`config.mk`:
```
export PLATFORM = sky130hd
export DESIGN_NAME = alu_opa_bypass_stage
export DESIGN_NICKNAME = d
export VERILOG_FILES = /design/src/rtl/alu_opa_bypass_stage.sv
export SDC_FILE = /design/constraint.sdc
export NUM_CORES = 1
export LEC_CHECK = 0
export CAP_MARGIN = 25
export CORE_MARGIN = 4
export CORE_UTILIZATION = 38
export DETAILED_ROUTE_END_ITERATION = 6
export PLACE_DENSITY_LB_ADDON = 0.3
export REMOVE_ABC_BUFFERS = 1
export SLEW_MARGIN = 10
export SYNTH_ARGS = -nofsm -noshare
export SYNTH_HDL_FRONTEND = slang
export SYNTH_SLANG_ARGS = --single-unit
```
`constraint.sdc`:
```
create_clock -name clock -period 5.2 [get_ports clock]
set_clock_uncertainty 0.1 [all_clocks]
set_input_delay 1.04 -clock clock [delete_from_list [all_inputs] [get_ports clock]]
set_output_delay 1.04 -clock clock [all_outputs]
set_load 0.05 [all_outputs]
```
`src/rtl/alu_opa_bypass_stage.sv`:
```
`default_nettype none
// ============================================================================
// Module   : alu_opa_bypass_stage
// Purpose  : Registered ALU operand-A select stage. It chooses among rs1,
//            imm_u, imm_z, pc and zero. rs1 is resolved through a
//            priority bypass network, with a load-use interlock. The result
//            is held in a single-entry valid/ready pipeline register that
//            supports flush.
// Revision : 1.0  initial release
// ----------------------------------------------------------------------------
// Ports
//   clock            in   rising-edge clock
//   reset            in   synchronous active-high reset
//   io_in_valid      in   upstream request valid
//   io_in_ready      out  request accepted this cycle (combinational)
//   io_rs1_addr      in   rs1 register index
//   io_rs1           in   register-file rs1 value
//   io_pc            in   instruction PC
//   io_imm_u         in   U-type immediate
//   io_imm_z         in   zero-extended CSR immediate
//   io_rs1_mux_sel   in   0 rs1, 1 imm_u, 2 imm_z, 3 pc, 4 zero, 5-7 rs1
//   io_byp_valid     in   per-channel pending write
//   io_byp_busy      in   per-channel data not yet available
//   io_byp_addr      in   per-channel destination index (5 bits each)
//   io_byp_data      in   per-channel forwarded value (XLEN bits each)
//   io_flush         in   kill held entry and incoming request
//   io_out_valid     out  io_to_alu_a valid
//   io_out_ready     in   ALU consumes the output
//   io_to_alu_a      out  registered operand A
//   io_out_bypassed  out  held operand came from a bypass channel
//   io_stall_cnt     out  saturating count of interlock stall cycles
// ============================================================================
module alu_opa_bypass_stage #(
    parameter int XLEN    = 32,
    parameter int NUM_BYP = 2,
    parameter int CNT_W   = 16
) (
    input  logic                    clock,
    input  logic                    reset,
    input  logic                    io_in_valid,
    output logic                    io_in_ready,
    input  logic [4:0]              io_rs1_addr,
    input  logic [XLEN-1:0]         io_rs1,
    input  logic [XLEN-1:0]         io_pc,
    input  logic [XLEN-1:0]         io_imm_u,
    input  logic [XLEN-1:0]         io_imm_z,
    input  logic [2:0]              io_rs1_mux_sel,
    input  logic [NUM_BYP-1:0]      io_byp_valid,
    input  logic [NUM_BYP-1:0]      io_byp_busy,
    input  logic [5*NUM_BYP-1:0]    io_byp_addr,
    input  logic [XLEN*NUM_BYP-1:0] io_byp_data,
    input  logic                    io_flush,
    output logic                    io_out_valid,
    input  logic                    io_out_ready,
    output logic [XLEN-1:0]         io_to_alu_a,
    output logic                    io_out_bypassed,
    output logic [CNT_W-1:0]        io_stall_cnt
);

    // Source select encodings
    localparam logic [2:0] c_SEL_RS1   = 3'd0;
    localparam logic [2:0] c_SEL_IMM_U = 3'd1;
    localparam logic [2:0] c_SEL_IMM_Z = 3'd2;
    localparam logic [2:0] c_SEL_PC    = 3'd3;
    localparam logic [2:0] c_SEL_ZERO  = 3'd4;

    localparam logic [CNT_W-1:0] c_CNT_MAX = '1;

    // ------------------------------------------------------------------
    // Registered state
    // ------------------------------------------------------------------
    logic              r_out_valid;
    logic [XLEN-1:0]   r_to_alu_a;
    logic              r_out_bypassed;
    logic [CNT_W-1:0]  r_stall_cnt;

    // ------------------------------------------------------------------
    // Bypass match per channel. x0 is hard-wired zero in the register
    // file, so it is never forwarded even if a channel claims to write it.
    // ------------------------------------------------------------------
    logic [NUM_BYP-1:0] w_match;

    generate
        for (genvar gi = 0; gi < NUM_BYP; gi++) begin : g_match
            assign w_match[gi] = io_byp_valid[gi]
                              && (io_byp_addr[5*gi +: 5] == io_rs1_addr)
                              && (io_rs1_addr != 5'd0);
        end
    endgenerate

    // ------------------------------------------------------------------
    // Priority resolution: walk from the oldest channel to the youngest
    // so that the lowest-index match is the last assignment and wins.
    // Only the winner's busy bit matters; an older busy channel hidden
    // behind a ready younger one must not stall.
    // ------------------------------------------------------------------
    logic            w_hit;
    logic            w_hit_busy;
    logic [XLEN-1:0] w_rs1_eff;

    always_comb begin
        w_hit      = 1'b0;
        w_hit_busy = 1'b0;
        w_rs1_eff  = io_rs1;
        for (int i = NUM_BYP - 1; i >= 0; i--) begin
            if (w_match[i]) begin
                w_hit      = 1'b1;
                w_hit_busy = io_byp_busy[i];
                w_rs1_eff  = io_byp_data[XLEN*i +: XLEN];
            end
        end
    end

    // ------------------------------------------------------------------
    // Source selection. Codes 5-7 are unused and fall back to rs1.
    // ------------------------------------------------------------------
    logic            w_sel_rs1;
    logic [XLEN-1:0] w_src;

    assign w_sel_rs1 = (io_rs1_mux_sel == c_SEL_RS1) || (io_rs1_mux_sel > c_SEL_ZERO);

    always_comb begin
        w_src = w_rs1_eff;
        case (io_rs1_mux_sel)
            c_SEL_IMM_U: w_src = io_imm_u;
            c_SEL_IMM_Z: w_src = io_imm_z;
            c_SEL_PC:    w_src = io_pc;
            c_SEL_ZERO:  w_src = '0;
            default:     w_src = w_rs1_eff;
        endcase
    end

    // ------------------------------------------------------------------
    // Handshake
    // ------------------------------------------------------------------
    logic w_interlock;
    logic w_accept;
    logic w_consume;

    assign w_interlock = w_sel_rs1 && w_hit && w_hit_busy;
    assign io_in_ready = !reset && !io_flush && !w_interlock
                      && (!r_out_valid || io_out_ready);
    assign w_accept    = io_in_valid && io_in_ready;
    assign w_consume   = r_out_valid && io_out_ready;

    // ------------------------------------------------------------------
    // Output pipeline register. Flush has priority over accept (ready is
    // already low during flush, so this ordering only documents intent).
    // On a plain drain only the valid bit drops; the data stays put.
    // ------------------------------------------------------------------
    always_ff @(posedge clock) begin
        if (reset) begin
            r_out_valid    <= 1'b0;
            r_to_alu_a     <= '0;
            r_out_bypassed <= 1'b0;
        end else if (io_flush) begin
            r_out_valid    <= 1'b0;
            r_out_bypassed <= 1'b0;
        end else if (w_accept) begin
            r_out_valid    <= 1'b1;
            r_to_alu_a     <= w_src;
            r_out_bypassed <= w_sel_rs1 && w_hit;
        end else if (w_consume) begin
            r_out_valid    <= 1'b0;
        end
    end

    // ------------------------------------------------------------------
    // Saturating stall counter: counts only cycles where a real request
    // is blocked by the interlock; a flushed request is not a stall.
    // ------------------------------------------------------------------
    always_ff @(posedge clock) begin
        if (reset) begin
            r_stall_cnt <= '0;
        end else if (io_in_valid && w_interlock && !io_flush
                     && (r_stall_cnt != c_CNT_MAX)) begin
            r_stall_cnt <= r_stall_cnt + 1'b1;
        end
    end

    assign io_out_valid    = r_out_valid;
    assign io_to_alu_a     = r_to_alu_a;
    assign io_out_bypassed = r_out_bypassed;
    assign io_stall_cnt    = r_stall_cnt;

endmodule
`default_nettype wire

```
== Yosys cells after proc, flatten, opt, wreduce, memory -nomap -nowiden ==
Cells that the tools add are included.
Operators by class
  $add $sub $neg: 1
  $mul: 0
  div/mod/pow operators: 0
  magnitude comparators: 1
  equal/unequal tests: 7
  shift-type cells: 0
  mux-type cells: 9
  bitwise gates (word level): 1
  reductions and logical operators: 25
Operators by type and width (count)
  one-hot mux 32 bit (4 select lines): 1
  two-way mux 32 bit: 2
  adder 16 x 1 -> 16 bit, second input constant: 1
  != test 16 bit, second input constant: 1
  logical AND 1 bit: 14
  equality test 5 bit: 2
  equality test 3 x 2 -> 1 bit, second input constant: 2
  two-way mux 1 bit: 6
  nonzero test 5 bit: 1
  logical NOT 1 bit: 4
  equality test 3 x 1 -> 1 bit, second input constant: 1
  equality test 3 bit, second input constant: 1
  greater-than comparator 3 bit, second input constant: 1
  logical NOT 3 bit: 1
  logical OR 1 bit: 2
  AND reduction 2 bit: 1
  nonzero test 2 bit: 1
  OR reduction 2 bit: 1
  inverter 1 bit: 1
Word-level totals
  register bits after elaboration: 50
  bits in latches: 0
  bits in writable memories: 0
  bits in read-only memories: 0
  input bits: 219
  output and inout port bits: 51
  word-level logic and storage cells: 48
  memories: 0

== Depth between registers and ports, before layout ==
  word-level depth: 12
  depth in mapped cells: 10
  depth with buffers taken out: 8

== Least setup slack after synthesis ==
No wires, ideal clock.
  kind: input to output
  start: input io_rs1_addr[3]
  end: output io_in_ready
  arrival time: 3465 ps
  required time: 4060 ps
  slack: 595 ps
  stages on the path: 6
  buffers on the path: 1
  cell sequence: or4_1 > nor2_1 > or4_1 > buf_4 > mux2_4 > a21boi_0
Between the ends
  word-level cells in the longest chain between the ends: 10
  elaborated cells between the ends (all ways): 16
  those cells by class: 2 x eq/ne; 4 x mux; 10 x reduce/logical
RTL lines
  from (decl): RTL line 42  | input logic [4:0] io_rs1_addr,
  equality test 5 bit: RTL line 86  | && (io_byp_addr[5*gi +: 5] == io_rs1_addr)
  logical AND 1 bit: RTL line 86
  logical AND 1 bit: RTL line 87  | && (io_rs1_addr != 5'd0);
  two-way mux 1 bit (2 in series): RTL line 106  | if (w_match[i]) begin
  logical AND 1 bit: RTL line 140  | assign w_interlock = w_sel_rs1 && w_hit && w_hit_busy;
  logical AND 1 bit (*): RTL line 140
  logical NOT 1 bit (*): RTL line 141  | assign io_in_ready = !reset && !io_flush && !w_interlock
  logical AND 1 bit (*): RTL line 141
  logical AND 1 bit (*): RTL line 142  | && (!r_out_valid || io_out_ready);
  to (decl): RTL line 41  | output logic io_in_ready,
Mark *: on every way between the ends. The rest lies on a longest branch, timed or not.

== Worst setup path after layout ==
  start: input io_rs1_addr[4]
  end: output io_in_ready
Same word-level chain as after synthesis.

==> impl_metrics.prom <==
# TYPE chip_impl_metric gauge
chip_impl_metric{name="vdd_ir_drop_max",unit="mV"} 0.111
chip_impl_info{name="path_cells",value="clkdlybuf4s50_1, or4_1, nor2_1, or4_2, mux2_4, a21boi_0, buf_12"} 1
chip_impl_metric{name="max_cap_violations",unit=""} 0
chip_impl_metric{name="post_synth_inst_count",unit=""} 486
chip_impl_metric{name="route.detailed.wl_per_inst",unit="um"} 17.8
chip_impl_metric{name="post_route_cells_drive_above_1_share",unit="%"} 8.63
chip_impl_metric{name="post-route-period-util",unit="%"} 88.0
chip_impl_metric{name="synth_cell_type_count",unit=""} 44
chip_impl_metric{name="worstMarginPinSlew",unit="ns"} 0.637
chip_impl_metric{name="final_nets",unit=""} 949
chip_impl_info{name="timing_worst_setup_path_type",value="in -> out"} 1
chip_impl_metric{name="worst-path-buf-inv",unit=""} 2
chip_impl_metric{name="synth_sequential_area_ratio",unit="%"} 27.0
chip_impl_info{name="yosys_most_used_dff",value="sky130_fd_sc_hd__dfxtp_1"} 1
chip_impl_metric{name="power.combinational.fraction",unit="%"} 38.2
chip_impl_metric{name="floorplan.die_area",unit="um2"} 11400
chip_impl_info{name="unrepaired_setup_endpoints_after_global_routing",value="false"} 1
chip_impl_metric{name="placement.setup.worst_slack",unit="ns"} 0.628
chip_impl_metric{name="placementRows",unit=""} 35
chip_impl_metric{name="postCtsResizedCells",unit=""} 0
chip_impl_metric{name="critical_path_arrival",unit="ns"} 3.44
chip_impl_metric{name="clock_insertion_delay_worst_skew",unit="ns"} 0.29
chip_impl_info{name="critical_path.top_delay_family",value="simple AND/OR/NAND/NOR gates"} 1
chip_impl_info{name="clock-root-buffer",value="sky130_fd_sc_hd__clkbuf_8"} 1
chip_impl_metric{name="crit_fanout",unit=""} 8
chip_impl_metric{name="drt_iter0_markers",unit=""} 156
chip_impl_info{name="worst_setup_path_end_kind",value="output port"} 1
chip_impl_info{name="run_status",value="complete, no violations"} 1
chip_impl_metric{name="worst_slack",unit="ns"} 0.621
chip_impl_metric{name="clock-sinks",unit=""} 50
chip_impl_metric{name="grt_pass1_wl",unit="mm"} 23.2
chip_impl_metric{name="globalplace.congestion",unit=""} 0.856
chip_impl_metric{name="post_cts_buffers",unit=""} 0
chip_impl_metric{name="area_delta_synth_final",unit="%"} 77.7
chip_impl_info{name="hold_path.class",value="reg -> reg"} 1
chip_impl_metric{name="antenna_violations_before_repair",unit=""} 0
chip_impl_metric{name="drc",unit=""} 0
chip_impl_metric{name="cts.hold.buffers_added",unit=""} 0
chip_impl_metric{name="floorplan.core_area",unit="um2"} 9370
chip_impl_metric{name="io_buffer_count",unit=""} 269
chip_impl_info{name="tritoncts_clock_tree",value="done"} 1
chip_impl_metric{name="netSwitchingFraction",unit="%"} 29.2
chip_impl_metric{name="fmax",unit="MHz"} 218
chip_impl_metric{name="wl",unit="mm"} 15.3
chip_impl_metric{name="internal_power",unit="uW"} 774
chip_impl_metric{name="number_of_antenna_repair_diodes",unit=""} 0
chip_impl_metric{name="synthesis.area",unit="um2"} 3700
chip_impl_metric{name="synth.ff_latch_count",unit=""} 50
chip_impl_metric{name="grt-ovfl-total",unit=""} 0
chip_impl_metric{name="fin_total_pwr",unit="mW"} 1.09
chip_impl_metric{name="num_io_pins",unit=""} 270
chip_impl_metric{name="final_hold_viol_count",unit=""} 0
chip_impl_metric{name="clk_path_buf_depth",unit=""} 2
chip_impl_metric{name="worst-endpoint-required",unit="ns"} 4.06
chip_impl_metric{name="first_pass_iters",unit=""} 5
chip_impl_metric{name="share_of_total_power_in_the_clock_network",unit="%"} 24.9
chip_impl_metric{name="synth_edf_count",unit=""} 0
chip_impl_metric{name="detail_route.vias_per_cell",unit=""} 5.34
chip_impl_metric{name="report.final.slew_viol_count",unit=""} 0
chip_impl_metric{name="dp.final_hpwl",unit="mm"} 11.9
chip_impl_metric{name="switchingPower",unit="uW"} 319
chip_impl_metric{name="timing.max_slew.rel_slack",unit="%"} 57.5
chip_impl_metric{name="synth-async-reset-ratio",unit="%"} 0
chip_impl_metric{name="global_route.usage.total",unit="%"} 25.6
chip_impl_metric{name="cts.clk_slew.worst_paths",unit="ns"} 0.09
chip_impl_metric{name="p_leak",unit="nW"} 2.26
chip_impl_metric{name="antenna_violating_nets_post_route",unit=""} 0
chip_impl_metric{name="cts_htree_levels",unit=""} 2
chip_impl_metric{name="layout_min_cycle_time",unit="ns"} 4.58
chip_impl_metric{name="post_synthesis_area_per_instance",unit="um2"} 7.62
chip_impl_metric{name="initial_utilization",unit="%"} 39.5
chip_impl_metric{name="holdWs",unit="ns"} 0.372
chip_impl_metric{name="synthesis.yosys.warnings",unit=""} 0
chip_impl_metric{name="dr_total_vias",unit=""} 4585
chip_impl_info{name="worst_path_max_delay_cell",value="sky130_fd_sc_hd__or4_2"} 1
chip_impl_metric{name="vias_in_the_first_global_route",unit=""} 4664
chip_impl_metric{name="pin_count_of_the_biggest_net_entering_global_routing",unit=""} 67
chip_impl_metric{name="critPathMaxStageDelay",unit="ns"} 0.71
chip_impl_metric{name="power_frac_seq",unit="%"} 36.9
chip_impl_metric{name="die_y",unit="um"} 107
chip_impl_metric{name="cts_buffers",unit=""} 5
chip_impl_info{name="crit_path_start_kind",value="input port"} 1
chip_impl_metric{name="fp.dieW",unit="um"} 107
chip_impl_metric{name="finalSetupViolations",unit=""} 0
chip_impl_metric{name="power_density",unit="nW/um2"} 166
-- cells in the mapped netlist (2+ instances only) --
cell type / n / area share [%]
sky130_fd_sc_hd__a22oi_1: 32 / 6.5
sky130_fd_sc_hd__buf_2: 5 / 0.68
sky130_fd_sc_hd__mux2_2: 33 / 10
sky130_fd_sc_hd__nand4_1: 5 / 0.85
sky130_fd_sc_hd__o31ai_1: 4 / 0.81
sky130_fd_sc_hd__a21oi_1: 39 / 5.3
sky130_fd_sc_hd__nor2b_1: 2 / 0.34
sky130_fd_sc_hd__mux2i_1: 33 / 8.9
sky130_fd_sc_hd__nor2_1: 76 / 7.7
sky130_fd_sc_hd__nor4b_1: 2 / 0.47
sky130_fd_sc_hd__clkbuf_1: 32 / 3.2
sky130_fd_sc_hd__nor3_1: 66 / 8.9
sky130_fd_sc_hd__xor2_1: 5 / 1.2
sky130_fd_sc_hd__or4_1: 6 / 1.2
sky130_fd_sc_hd__nand3_1: 7 / 0.95
sky130_fd_sc_hd__nand2_1: 8 / 0.81
sky130_fd_sc_hd__buf_4: 2 / 0.41
sky130_fd_sc_hd__or3_1: 2 / 0.34
sky130_fd_sc_hd__xnor2_1: 13 / 3.1
sky130_fd_sc_hd__o21ai_0: 35 / 4.7
sky130_fd_sc_hd__nor4_1: 4 / 0.68
sky130_fd_sc_hd__buf_6: 3 / 0.91
sky130_fd_sc_hd__inv_1: 2 / 0.20
sky130_fd_sc_hd__dfxtp_1: 50 / 27
-- tightest hold or removal path: cells and delay by family (launching register included) --
kind	cells	cell delay, ns
compound gates	1	0.05
flops	1	0.32
simple gates	1	0.05
-- cell usage in the layout (no fill, tap or decap), types with 2 or more instances in the layout --
cell / count
sky130_fd_sc_hd__a21oi_1: 39
sky130_fd_sc_hd__a22oi_1: 32
sky130_fd_sc_hd__buf_4: 10
sky130_fd_sc_hd__clkbuf_8: 5
sky130_fd_sc_hd__clkdlybuf4s50_1: 267
sky130_fd_sc_hd__clkinv_2: 2
sky130_fd_sc_hd__dfxtp_1: 50
sky130_fd_sc_hd__inv_1: 2
sky130_fd_sc_hd__mux2_2: 33
sky130_fd_sc_hd__mux2i_1: 33
sky130_fd_sc_hd__nand2_1: 8
sky130_fd_sc_hd__nand3_1: 7
sky130_fd_sc_hd__nand4_1: 5
sky130_fd_sc_hd__nor2_1: 76
sky130_fd_sc_hd__nor3_1: 66
sky130_fd_sc_hd__nor4_1: 4
sky130_fd_sc_hd__nor4b_1: 2
sky130_fd_sc_hd__o21ai_0: 35
sky130_fd_sc_hd__o31ai_1: 4
sky130_fd_sc_hd__or3_1: 2
sky130_fd_sc_hd__or4_1: 5
sky130_fd_sc_hd__xnor2_1: 13
sky130_fd_sc_hd__xor2_1: 5
-- power by group through the flow --
| stage | Sequential (mW) | Combinational [mW] | Clock (mW) |
|---|---|---|---|
| global route | 0.405 | 0.447 | 0.296 |
| finish | 0.403 | 0.418 | 0.272 |
| floorplan | 0.458 | 0.121 | 0 |
| CTS | 0.403 | 0.419 | 0.280 |
| global placement | 0.411 | 0.410 | 0 |
| detailed placement | 0.412 | 0.417 | 0 |
-- stage by stage --
stage / util, % / setup TNS [ns] / cells / area (um2)
2_1_floorplan: - / -0.260 / 443 / 3500
3_3_place_gp: 69.0 / 0 / 851 / 6470
3_5_place_dp: 69.0 / 0 / 851 / 6470
4_1_cts: 70.2 / 0 / 859 / 6580
5_1_grt: 70.2 / 0 / 859 / 6580
6_report: 70.2 / 0 / 859 / 6580
-- cells by family (layout without fill, tap and decap cells) --
family	after synthesis	count (layout)	share of synthesized area [%]
simple gates	188	188	24.3
compound gates	116	116	18.7
xor+xnor	19	19	4.70
fa+ha+maj	1	1	0.338
flops	50	50	27.0
buf+inv	45	289	5.54
mux	67	67	19.4
-- state kept, by name, summed over array words and instances (netlist names) --
| signal | flops |
|---|---|
| io_stall_cnt | 16 |
| io_out_valid | 1 |
| io_out_bypassed | 1 |
| io_to_alu_a | 32 |
-- final timing paths --
path / startpoint / slack, ns / cells after the start / end
hold reg to reg: io_out_bypassed$_SDFFE_PP0P_ / 0.37 / 2 / io_out_bypassed$_SDFFE_PP0P_
setup reg to reg: io_stall_cnt[0]$_SDFFE_PP0P_ / 2.89 / 8 / io_stall_cnt[14]$_SDFFE_PP0P_
setup / recovery: io_rs1_addr[4] / 0.62 / 7 / io_in_ready
hold / removal: io_out_bypassed$_SDFFE_PP0P_ / 0.37 / 2 / io_out_bypassed$_SDFFE_PP0P_
-- per-layer routing --
layer / up-vias / GRT usage (%) / share of wire, %
met5: - / 0 / 0
met4: 0 / 7.67 / 2.5
met3: 23 / 7.47 / 7.9
met2: 188 / 47.3 / 53
met1: 2116 / 28.0 / 37
li1: 2258 / - / -
-- cell type report --
cell class / count / area (um2)
Clock inverter: 3 / 40.0
Fill cell: 804 / 2800
Clock buffer: 5 / 68.8
Inverter: 2 / 7.51
Timing Repair Buffer: 279 / 2770
Tap cell: 129 / 161
Sequential cell: 50 / 1000
Multi-Input combinational cell: 391 / 2520
Note: power is estimated with default switching activity, not from simulation.
